===== src/rtl/ts_sync_detector_pkg.sv =====
// Shared constants and types for the MPEG-TS sync detector: parameter defaults,
// error-counter saturation limit and the acquisition FSM encoding.
package ts_sync_detector_pkg;

  localparam logic [7:0]  DEF_SYNC_BYTE = 8'h47;
  localparam int unsigned DEF_PKT_LEN   = 188;
  localparam int unsigned DEF_LOCK_N    = 3;
  localparam int unsigned DEF_UNLOCK_N  = 3;
  localparam logic [15:0] COUNTER_LIMIT = 16'hFFFF;

  typedef enum logic [1:0] {
    HUNT,
    VERIFY,
    LOCKED
  } state_t;

  // 3-bit increment that sticks at 7 instead of wrapping
  function automatic logic [2:0] sat_inc3(input logic [2:0] v);
    return (v == 3'd7) ? v : v + 3'd1;
  endfunction

endpackage


===== src/rtl/ts_sync_detector.sv =====
// MPEG-TS sync acquisition: hunts for the sync byte, verifies it on LOCK_N
// consecutive packet boundaries, then tracks lock and counts missed syncs.
module ts_sync_detector
  import ts_sync_detector_pkg::*;
#(
  parameter logic [7:0]  SYNC_BYTE = DEF_SYNC_BYTE,
  parameter int unsigned PKT_LEN   = DEF_PKT_LEN,
  parameter int unsigned LOCK_N    = DEF_LOCK_N,
  parameter int unsigned UNLOCK_N  = DEF_UNLOCK_N
) (
  input  logic        CLK,
  input  logic        RST,
  input  logic [7:0]  DATA,
  input  logic        DVALID,
  input  logic        CLR_ERR,
  output logic        LOCK,
  output logic        PKT_START,
  output logic        SYNC_ERR,
  output logic [15:0] ERR_COUNT
);

  localparam logic [7:0] LAST_IDX  = 8'(PKT_LEN - 1);
  localparam logic [2:0] LOCK_TH   = 3'(LOCK_N);
  localparam logic [2:0] UNLOCK_TH = 3'(UNLOCK_N);

  state_t      r_state, w_state_nxt;
  logic [7:0]  r_idx, w_idx_nxt, w_idx_adv;
  logic [2:0]  r_good, w_good_nxt, w_good_inc;
  logic [2:0]  r_miss, w_miss_nxt, w_miss_inc;
  logic        r_lock, r_pkt_start, r_sync_err;
  logic        w_pkt_start, w_sync_err;
  logic [15:0] r_err_cnt;
  logic        w_is_sync, w_at_zero;

  assign w_is_sync  = (DATA == SYNC_BYTE);
  assign w_at_zero  = (r_idx == '0);
  assign w_idx_adv  = (r_idx == LAST_IDX) ? '0 : r_idx + 8'd1;
  assign w_good_inc = sat_inc3(r_good);
  assign w_miss_inc = sat_inc3(r_miss);

  always_ff @(posedge CLK or posedge RST) begin
    if (RST) begin
      r_state     <= HUNT;
      r_idx       <= '0;
      r_good      <= '0;
      r_miss      <= '0;
      r_lock      <= 1'b0;
      r_pkt_start <= 1'b0;
      r_sync_err  <= 1'b0;
    end else begin
      r_state     <= w_state_nxt;
      r_idx       <= w_idx_nxt;
      r_good      <= w_good_nxt;
      r_miss      <= w_miss_nxt;
      r_lock      <= (w_state_nxt == LOCKED);
      r_pkt_start <= w_pkt_start;
      r_sync_err  <= w_sync_err;
    end
  end

  // HUNT parks the index at 0, so the advanced index on a hit is already 1
  always_comb begin
    w_state_nxt = r_state;
    w_idx_nxt   = r_idx;
    w_good_nxt  = r_good;
    w_miss_nxt  = r_miss;
    w_pkt_start = 1'b0;
    w_sync_err  = 1'b0;
    if (DVALID) begin
      w_idx_nxt = w_idx_adv;
      case (r_state)
        HUNT: begin
          if (w_is_sync) begin
            w_good_nxt  = 3'd1;
            w_state_nxt = (LOCK_TH <= 3'd1) ? LOCKED : VERIFY;
          end else begin
            w_idx_nxt = '0;
          end
        end
        VERIFY: begin
          if (w_at_zero) begin
            if (w_is_sync) begin
              w_good_nxt = w_good_inc;
              if (w_good_inc >= LOCK_TH) begin
                w_state_nxt = LOCKED;
                w_miss_nxt  = '0;
              end
            end else begin
              w_state_nxt = HUNT;
              w_good_nxt  = '0;
              w_idx_nxt   = '0;
            end
          end
        end
        LOCKED: begin
          if (w_at_zero) begin
            if (w_is_sync) begin
              w_miss_nxt  = '0;
              w_pkt_start = 1'b1;
            end else begin
              w_miss_nxt = w_miss_inc;
              w_sync_err = 1'b1;
              if (w_miss_inc >= UNLOCK_TH) begin
                w_state_nxt = HUNT;
                w_miss_nxt  = '0;
                w_good_nxt  = '0;
                w_idx_nxt   = '0;
              end
            end
          end
        end
        default: begin
          w_state_nxt = HUNT;
          w_idx_nxt   = '0;
          w_good_nxt  = '0;
          w_miss_nxt  = '0;
        end
      endcase
    end
  end

  // Clear wins over a same-cycle miss
  always_ff @(posedge CLK or posedge RST) begin
    if (RST) begin
      r_err_cnt <= '0;
    end else if (CLR_ERR) begin
      r_err_cnt <= '0;
    end else if (w_sync_err && (r_err_cnt != COUNTER_LIMIT)) begin
      r_err_cnt <= r_err_cnt + 16'd1;
    end
  end

  assign LOCK      = r_lock;
  assign PKT_START = r_pkt_start;
  assign SYNC_ERR  = r_sync_err;
  assign ERR_COUNT = r_err_cnt;

endmodule


===== config.mk =====
export PLATFORM = sky130hd
export DESIGN_NAME = ts_sync_detector
export DESIGN_NICKNAME = d
export VERILOG_FILES = /design/src/rtl/ts_sync_detector_pkg.sv /design/src/rtl/ts_sync_detector.sv
export SDC_FILE = /design/constraint.sdc
export NUM_CORES = 1
export LEC_CHECK = 0
export ABC_AREA = 1
export ABC_CLOCK_PERIOD_IN_PS = 1800
export CORE_AREA = 2 2 73 75
export DETAILED_ROUTE_END_ITERATION = 12
export DIE_AREA = 0 0 75 77
export HOLD_SLACK_MARGIN = 0.06
export PLACE_DENSITY_LB_ADDON = 0.1
export SLEW_MARGIN = 20
export SYNTH_ARGS = -nofsm -noshare
export SYNTH_HDL_FRONTEND = slang
export SYNTH_SLANG_ARGS = --single-unit

===== constraint.sdc =====
create_clock -name CLK -period 1.8 [get_ports CLK]
set_clock_uncertainty 0.05 [all_clocks]
set_input_delay 0.36 -clock CLK [delete_from_list [all_inputs] [get_ports CLK]]
set_output_delay 0.36 -clock CLK [all_outputs]
set_load 0.01 [all_outputs]

==> impl_results.md <==
- FP Rows: 26
- Sequential share of power: 0.462
- Top cell family by delay on the critical path: simple AND/OR/NAND/NOR gates
- Worst Setup SP: r_idx[1]
- CTS sink count: 35
- Reg-to-Reg Start: r_idx[1]
- Finished Cell Area: between 3000 and 4000 um^2
- Final Cycle Share: 0.977
- Seq cells post-synth: 35
- Critical path depth in cells: 10
- Leak: 1.56 nW
- Unrepaired setup endpoints after global routing: yes
- Vias per cell: around 5.1
- Nets: slightly above 400
- Critical-path cell list: inv_2 -> ha_4 -> nand2_2 -> nor2_4 -> nand2_4 -> nor3_4 -> nand2_4 -> buf_4 -> nand3_1 -> nand2_2
- Area Growth Syn to Fin: 33.1%
- Post-Syn Area: ~2400 um^2
- Fillers: between 400 and 500
- Final Hold Vio Count: 0
- Peak supply drop: roughly 0.43 mV
- Synthesized Nets: between 300 and 400
- Initial Util: 0.484
- CP Max Fanout: 5
- CP Data Required Time: roughly 1900 ps
- WS Path Type: reg -> reg
- DRC violation total after the first TritonRoute iteration: 99
- Combinational Power Share: 0.116
- M2 GR Usage: 0.371
- Via Count: 2,378
- Pwr per Cell Area: 551 nW/um^2
- Post-Syn Instances: ~340
- Reg2Reg Depth: 10
- GRT Total Usage: 0.220
- Outcome: completed
- Startpoint types: register
- Core area: 4980 um^2
- CTS Root Cell: clkbuf_8
- Crit. End Element: register
- Highest clock rate: ~570 MHz
- CP endpoint: ERR_COUNT[5]
- Vias in the first global route: approximately 2,300
- Remaining DRCs: 0
- Max-Cap Viols: 0
- Die width: about 75 um
- Die area: just under 6000 um^2
- GRT met1 Usage: 0.272
- Relative slew slack: 0.724
- Pre-antenna DRT Iters: 4
- Final setup viols: 0
- Crit-path slowest cell: dfrtp_1
- Post-DP HPWL: ~4100 um
- M3 GR Usage: 0.0355
- Clock buffer count from CTS: 5
- WL per Instance: ~12 um
- P_sw: about 430 uW
- Cell variety after synth: 31
- GRT busiest layer: met2
- Final ANT Viol Nets: 0
- Post-CTS Hold Fix Bufs: 0
- Antenna Cells: 0
- Sequential cell area fraction in the yosys report: 0.364
- TritonCTS clock tree: built
- CP max stage delay: ~420 ps
- Worst-Margin Slew: 410 ps
- Critical path data arrival time: 1900 ps
- Clk slew on worst S/H paths: 80 ps
- Die height: ~77 um
- Final wirelength: slightly below 6000 um
- Switching Share: 0.245
- IO Count: 31
- GP Congestion: 0.898
- Final Critical Period: roughly 1800 ps
- R2R Setup Slk: slightly above 40 ps
- Syn avg cell area: 7.15 um^2
- Clock power share: 0.422
- Buffers plus inverters on the worst setup path: 2
- Final-report max-slew violation count: 0
- Synth warnings: 0
- Initial antenna violation count: 0
- Max clock buf depth: 2
- Final setup TNS: 0 ps
- Crit Reg-Reg Endpoint: ERR_COUNT[5]
- IO buf count: 30
- First-pass GRT wire length: around 10,000 um
- Clk_lat worst skew: ~290 ps
- Hold WC Path Type: in -> async
- Dpl cell area: 2960 um^2
- Htree depth: 2
- GRT overflow: 0
- Internal: between 1 and 1.5 mW
- Largest net degree at the start of global routing: 36
- Layout cell share with drive strength beyond 1: 0.226
-- through the flow --
step           utilization  setup slack (ps)  std cells  hold WS (ps)  power [mW]
3_5_place_dp         0.595              -176        454           442        1.03
2_1_floorplan            -              22.8        337           404       0.947
5_1_grt              0.644             -39.3        468           403        1.85
3_3_place_gp         0.595              -152        454           421        1.03
4_1_cts              0.620              24.4        462           373        1.78
6_report             0.644              41.3        468           377        1.77
-- timing repair --
action | CTS | global route
setup buffers | 0 | 6
endpoints found under the setup margin | 14 | 29
pin swaps | 2 | 9
resized for setup | 1 | 22
-- cell families after synthesis --
logic type	after synthesis	synth area share
buffers and inverters	38	0.0696
adders and majority gates	5	0.0260
xor gates and xnor gates	14	0.0509
DFF	35	0.364
AOI/OAI and AO/OA	14	0.0317
and+or+nand+nor	231	0.458
-- layer usage --
layer | share of wire | vias to the layer above
met1 | 0.42 | 1119
li1 | - | 1199
met3 | 0.035 | 11
met4 | 0.017 | 0
met2 | 0.52 | 49
met5 | 0 | -
-- how the worst min path moves through the flow --
stage                     startpoint   endpoint  cells after the start  slack, ps
after CTS                        RST   r_idx[5]                      3        370
after global placement     r_miss[2]  r_miss[2]                      2        420
after global routing             RST   r_idx[4]                      3        400
after detailed placement   r_miss[2]  r_miss[2]                      2        440
after floorplan            r_miss[2]  r_miss[2]                      2        400
final                            RST   r_idx[4]                      3        380
-- state kept, by name, summed over array words and instances (netlist names) --
name       count
ERR_COUNT     16
r_idx          8
r_good         3
r_miss         3
r_state        2
LOCK           1
PKT_START      1
SYNC_ERR       1
-- synth_stat cells (all sizes together) --
cell	count	area share
nor3	12	0.041
clkbuf	3	0.0047
a21oi	2	0.0042
nor4	1	0.0026
clkinv	1	0.0016
xor2	13	0.047
and3	1	0.0026
nand4	7	0.024
a41oi	1	0.0036
ha	5	0.026
nor3b	1	0.0031
o21ai	10	0.021
nand3b	2	0.0062
o21bai	1	0.0031
inv	31	0.048
nand3	43	0.089
dfrtp	35	0.36
nor2	47	0.075
buf	3	0.015
nand2	116	0.21
xnor2	1	0.0036
or2	1	0.0026
-- worst register-to-register path, delay by kind of cell, from the launching register on --
family        cells  cell delay (ps)
simple gates      7              780
flops             1              420
buf+inv           2              260
fa+ha+maj         1              150
-- power by group through the flow --
stage / registers (mW) / clock network, mW / logic [mW]
after floorplan: 0.832 / 0 / 0.115
after global placement: 0.831 / 0 / 0.195
after detailed placement: 0.831 / 0 / 0.198
after CTS: 0.816 / 0.764 / 0.201
after global routing: 0.819 / 0.800 / 0.230
final: 0.816 / 0.745 / 0.205
-- cells in the final DEF, fill, tap and decap left out, types with 2 or more instances in the layout --
cell             synthesis  layout
nor2_1                  45      42
nor3_1                   8       8
clkbuf_8                 0       6
a21oi_1                  2       2
nand4_1                  6       6
nand2_2                 23      27
buf_4                    0      25
buf_12                   1       3
clkdlybuf4s50_1          0      30
nor2_2                   2       4
ha_1                     5       4
o21ai_0                 10       9
dfrtp_1                 35      35
inv_2                    3       5
nand3b_1                 2       2
nand3_2                  0       5
xor2_1                  13      13
nand2_4                  2       2
nor3_4                   3       3
nand3_1                 43      38
nand2_1                 91      86
inv_1                   28      26
-- final cells by class --
type / instances / area [um^2] / area share
repair buffers: 59 / 559 / 0.174
flip-flops and latches: 35 / 876 / 0.273
clock buffers: 6 / 82.6 / 0.0258
multi-input cells: 264 / 1450 / 0.451
well taps: 70 / 87.6 / 0.0273
inverters: 32 / 120 / 0.0375
clock inverters: 2 / 35.0 / 0.0109
No activity file was read; power rests on OpenSTA's default activity.
==> patch 1 (config.mk and constraints unchanged) <==
Encoding of `state_t`: now one-hot (3 bits for 3 states).
--- a/src/rtl/ts_sync_detector_pkg.sv
+++ b/src/rtl/ts_sync_detector_pkg.sv
@@ -10,6 +10,6 @@
 
-  typedef enum logic [1:0] {
-    HUNT,
-    VERIFY,
-    LOCKED
+  typedef enum logic [2:0] {
+    HUNT   = 3'b001,
+    VERIFY = 3'b010,
+    LOCKED = 3'b100
   } state_t;
Formal check against the unedited RTL: same outputs for any inputs over 10 cycles, from zero or initial values and one cycle with RST high; not proved beyond that.
==> patch 1 against the original RTL <==
  * Global-route usage is 1.8 points lower
  * Area after synthesis shrank 1.1%
  * Register-to-register slack gained 0.06 ns
  * Design area down 2.2%
  * Sequential cell count is 1 higher
  * Wire length decreased by 6.9%
  * Critical path depth is 8 lower
  * Setup slack better by 0.032 ns
  * Largest cell class unchanged
  * Highest routed layer unchanged
Power is not compared: it rests on default switching activity, and its combinational part moved more than twofold at a synthesized area within 25%.
==> patch 1: results (changes against the original RTL) <==
- Outcome: finished, final reports clean
- Drt first-iter violations: 98 (-1.0%)
- Placed wire-length estimate: 3.97 mm (-4.1%)
- Dpl ws: -0.199 ns (-0.0232 ns)
- Ranking of synthesized cells by area: dfrtp_1, nand2_1, nand3_1, nor2_1, inv_1
- Routed WL: 5.39 mm (-6.9%)
- WL met3: 194 um (-4.4%)
- Total CTS buffers: 5 (unchanged)
- Max reg flops: 16 (unchanged)
- First drt pass iteration count: 4 (unchanged)
- Post-Layout Cell Count: 460 (-1.7%)
- Maximum VDD drop: 0.649 mV
- Top Metal Used: met4
- Post-synth cell types: 31 (unchanged)
- Reg2Reg Depth: 11 (+1)
- Global-route wire length before repair: 9.14 mm (-9.3%)
- Deepest clock path buffer count: 2 (unchanged)
- Arrival time worst endpoint: 1.32 ns (-0.58 ns)
- Slew @ Worst Pin: 0.371 ns (-0.0393 ns)
- Clk pin slew, worst setup/hold paths: 0.07 ns
- Synth warnings: 0 (unchanged)
- Total leakage power: 1.50 nW
- Port bufs: 30 (unchanged)
- Share of layout cells above drive strength 1: 17.9% (-4.7 points)
- Net count after synthesis: 347 (-2.0%)
- Post-Synthesis Cells: 330 (-2.1%)
- Final #Nets: 406 (-1.9%)
- All-Layer GR Usage: 20.1% (-1.8 points)
- Placed cell count: 449 (-1.1%)
- Seq/Total Area, Yosys: 37.9% (+1.5 points)
- N_diodes: 0 (unchanged)
- Placed cell area: 2940 um^2 (-0.72%)
- Async set or reset register ratio after synthesis: 100% (unchanged)
- Worst-Skew Late Latency: 0.29 ns (about the same)
- Largest net degree at the start of global routing: 37 (+2.8%)
- Crit-path max FO: 4 (-1)
- Most instantiated cells after synthesis: nand2_1, nor2_1, inv_1
- Met1 Wirelength: 2.74 mm (+12%)
- Primary FF master, synth: dfrtp_1
- Htree depth: 2 (unchanged)
- Via/cell ratio: 4.87 (-4.2%)
- Initial antenna violation count: 0 (unchanged)
- Vias in the first global route: 1990 (-14%)
- Met2 wire length: 2.39 mm (-21%)
- Worst hold path class: in2async
- RD Place Congestion: 0.871 (-3.0%)
- CTS root buf: clkbuf_8
-- patch 1: cell type report --
class / instances / area (um^2)
well taps: 70 / 87.6
clock inverters: 2 / 35.0
clock buffers: 6 / 72.6
multi-input cells: 244 / 1320
repair buffers: 57 / 543
fillers: 464 / 1840
flip-flops and latches: 36 / 903
inverters: 45 / 169
-- patch 1: final timing paths --
check,from,end,slack (ns)
setup / recovery,ERR_COUNT[7]$_DFFE_PP0P_,ERR_COUNT[7],0.07
min in group CLK,r_idx[7]$_DFFE_PP0P_,r_idx[7]$_DFFE_PP0P_,0.45
hold / removal,RST,ERR_COUNT[12]$_DFFE_PP0P_,0.37
hold reg to reg,r_idx[7]$_DFFE_PP0P_,r_idx[7]$_DFFE_PP0P_,0.45
setup reg to reg,r_idx[1]$_DFFE_PP0P_,r_good[1]$_DFFE_PP0P_,0.10
max in group asynchronous,RST,r_state[0]$_DFF_PP1_,1.07
-- patch 1: cells by family after synthesis --
kind of cell	Yosys count	share of synthesized area, %
muxes	1	0.420
and+or+nand+nor	193	36.7
xor gates and xnor gates	18	6.62
AOI/OAI and AO/OA	27	6.62
DFF	36	37.9
buffers and inverters	50	9.14
adders and majority gates	5	2.63
-- patch 1: metal layers --
metal,GRT usage [%],vias up
met5,0,-
met4,5.36,0
met3,3.94,5
met2,28.3,37
met1,31.1,1025
li1,-,1173
-- patch 1: through the flow --
step / TNS (ns) / util, % / power (W)
6_report: 0 / 63.0 / 0.00201
5_1_grt: -0.143 / 63.0 / 0.00213
4_1_cts: 0 / 61.2 / 0.00200
3_5_place_dp: -3.46 / 59.0 / 0.00129
3_3_place_gp: -3.06 / 59.0 / 0.00128
2_1_floorplan: 0 / - / 0.00117
-- patch 1: power by group --
| part | switching [W] | leakage (nW) | internal, W | total, W |
|---|---|---|---|---|
| clock network | 0.000293 | 0.0552 | 0.000411 | 0.000705 |
| logic | 0.000238 | 0.955 | 0.000176 | 0.000414 |
| registers | 0.0000394 | 0.492 | 0.000852 | 0.000891 |
-- patch 1: what timing repair did --
action                                 CTS  global route
hold buffers                             0             0
setup endpoints to repair                0            30
gates resized for setup                  0            24
endpoints found under the hold margin    0             0
buffers inserted                         0             3
-- patch 1: worst max-delay path, cell delays in order (launching register included) --
cell and delay (ns):
dfrtp_1 0.36, buf_4 0.14, clkdlybuf4s50_1 0.53
==> patch 2 (same settings) <==
Without the edit above. Set the package constant `DEF_PKT_LEN` to 94 (it was 188).
--- a/src/rtl/ts_sync_detector_pkg.sv
+++ b/src/rtl/ts_sync_detector_pkg.sv
@@ -5,3 +5,3 @@
   localparam logic [7:0]  DEF_SYNC_BYTE = 8'h47;
-  localparam int unsigned DEF_PKT_LEN   = 188;
+  localparam int unsigned DEF_PKT_LEN   = 94;
   localparam int unsigned DEF_LOCK_N    = 3;
Behaviour: no difference found for any inputs over 10 cycles, from zero or initial values and one cycle with RST high; that may be too few to reach the edited logic, so the function may still have changed.
==> patch 2 against the original RTL <==
  * Utilization shrank 2.7 points
  * Sequential share of layout area grew 1.2 points
  * Design area shrank 4.1%
  * Area after synthesis shrank 0.88%
  * Via count shrank 1.9%
  * Final cell count grew 1.1%
  * First-iteration DRC count grew 11%
  * Sequential cell count is the same
  * Setup slack gained 0.0090 ns
  * Wire length shrank 6.1%
Power is not compared: it rests on default switching activity, and its combinational part moved more than twofold at a synthesized area within 25%.
==> patch 2: results (changes against the original RTL) <==
- Final design utilization: 61.7% (-2.7 points)
- Placed wire-length estimate: 4.16 mm (+0.55%)
- Total leakage power: 1.52 nW
- Area share of fa/ha/maj cells after synthesis: 3.14% (+0.55 points)
- Grt total ovfl: 0 (unchanged)
- Post-synthesis compound-gate area fraction: 4.98% (+1.8 points)
- Port bufs: 30 (unchanged)
- Multiplexer area fraction after synthesis: 0% (unchanged)
- Deepest clock path buffer count: 2 (unchanged)
- Outcome: finished, final reports clean
- WL met3: 177 um (-13%)
- Crit Reg-Reg Endpoint: ERR_COUNT[11]$_DFFE_PP0P_
- Reg2Reg Depth: 10 (unchanged)
- R2R setup slack: 0.16 ns (+0.12 ns)
- CTS root buf: clkbuf_8
- Total CTS buffers: 5 (unchanged)
- Drt first-iter violations: 110 (+11%)
- Worst-Skew Late Latency: 0.29 ns (about the same)
- Routed WL: 5.43 mm (-6.1%)
- All-Layer GR Usage: 20.3% (-1.6 points)
- Clk pin slew, worst setup/hold paths: 0.08 ns (about the same)
- Initial antenna violation count: 0 (unchanged)
- Placed cell area: 2940 um^2 (-0.76%)
- RR Startpoint: r_idx[1]$_DFFE_PP0P_
- Worst hold path class: in2async
- Most instantiated cells after synthesis: nand2_1, nor2_1, nand3_1
- Fill count: 491 (+7.7%)
- Post-synth cell types: 24 (-23%)
- Final #Nets: 420 (+1.4%)
- Via/cell ratio: 4.93 (-3.0%)
- First drt pass iteration count: 4 (unchanged)
- Largest net degree at the start of global routing: 36 (unchanged)
- Slew headroom: 73.0% (+0.61 points)
- Htree depth: 2 (unchanged)
- Ranking of synthesized cells by area: dfrtp_1, nand2_1, nand3_1, nor2_1, inv_1
- Vias in the first global route: 2275 (-1.3%)
- Share of layout cells above drive strength 1: 15.6% (-7.0 points)
- Main combinational cell family by area after synthesis: simple AND/OR/NAND/NOR gates
- Max reg flops: 16 (unchanged)
- Net count after synthesis: 363 (+2.5%)
- Met2 wire length: 2.80 mm (-7.3%)
- RD Place Congestion: 0.895 (-0.37%)
- Xor-xnor portion of the synthesized cell area: 5.50% (+0.41 points)
- Seq/Total Area, Yosys: 36.7% (+0.32 points)
- Async set or reset register ratio after synthesis: 100% (unchanged)
- N_diodes: 0 (unchanged)
- Post-CTS Setup Inserts: 0 (unchanged)
- Post-CTS Resized: 0 (-1)
- Top Metal Used: met4
- Synth warnings: 0 (unchanged)
- Met1 Wirelength: 2.34 mm (-4.8%)
- Global-route wire length before repair: 9.35 mm (-7.1%)
- Maximum VDD drop: 0.767 mV
- Arrival time worst endpoint: 1.34 ns (-0.56 ns)
- Primary FF master, synth: dfrtp_1
- Crit-path max FO: 4 (-1)
- Final Hold Fails: 0 (unchanged)
-- patch 2: stage by stage --
step           TNS (ns)  hold WS, ns  setup slack [ns]  instances
5_1_grt               0        0.383           0.00116        473
3_3_place_gp      -1.98        0.436            -0.148        465
4_1_cts               0        0.366            0.0434        473
3_5_place_dp      -2.85        0.448            -0.168        465
2_1_floorplan         0        0.418             0.177        345
6_report              0        0.361            0.0503        473
-- patch 2: how the worst max path moves through the flow --
| stage | from | to | slack, ns |
|---|---|---|---|
| global route | r_miss[1]$_DFFE_PP0P_ | r_good[0]$_DFFE_PP0P_ | 0.001 |
| global placement | DATA[2] | r_miss[0]$_DFFE_PP0P_ | -0.15 |
| finish | ERR_COUNT[4]$_DFFE_PP0P_ | ERR_COUNT[4] | 0.05 |
| CTS | ERR_COUNT[4]$_DFFE_PP0P_ | ERR_COUNT[4] | 0.04 |
| detailed placement | DATA[6] | r_miss[0]$_DFFE_PP0P_ | -0.17 |
| floorplan | ERR_COUNT[0]$_DFFE_PP0P_ | ERR_COUNT[10]$_DFFE_PP0P_ | 0.18 |
-- patch 2: cell families (layout without fill, tap and decap cells) --
| family | count (synthesis) | in the layout |
|---|---|---|
| fa+ha+maj | 6 | 6 |
| xor+xnor | 15 | 15 |
| buf+inv | 46 | 104 |
| flops | 35 | 35 |
| simple gates | 223 | 223 |
| compound gates | 20 | 20 |
-- patch 2: power by group --
| group | internal (W) | leakage (nW) | switching, W |
|---|---|---|---|
| registers | 0.000883 | 0.479 | 0.0000699 |
| clock network | 0.000412 | 0.0581 | 0.000305 |
| logic | 0.000472 | 0.979 | 0.000724 |
-- patch 2: metal layers --
layer	track usage [%]	up-vias
li1	-	1203
met1	23.1	1068
met2	36.5	51
met3	3.68	10
met4	7.86	0
met5	0	-
-- patch 2: critical path, cell delays in order, from the launching register on --
cell             delay, ns
dfrtp_1               0.38
buf_4                 0.15
clkdlybuf4s50_1       0.53
-- patch 2: layout make-up --
type                    instances  area share [%]
flip-flops and latches         35            28.5
repair buffers                 55            16.3
well taps                      70            2.85
clock buffers                   5            2.24
clock inverters                 3            1.43
inverters                      41            5.01
multi-input cells             264            43.7
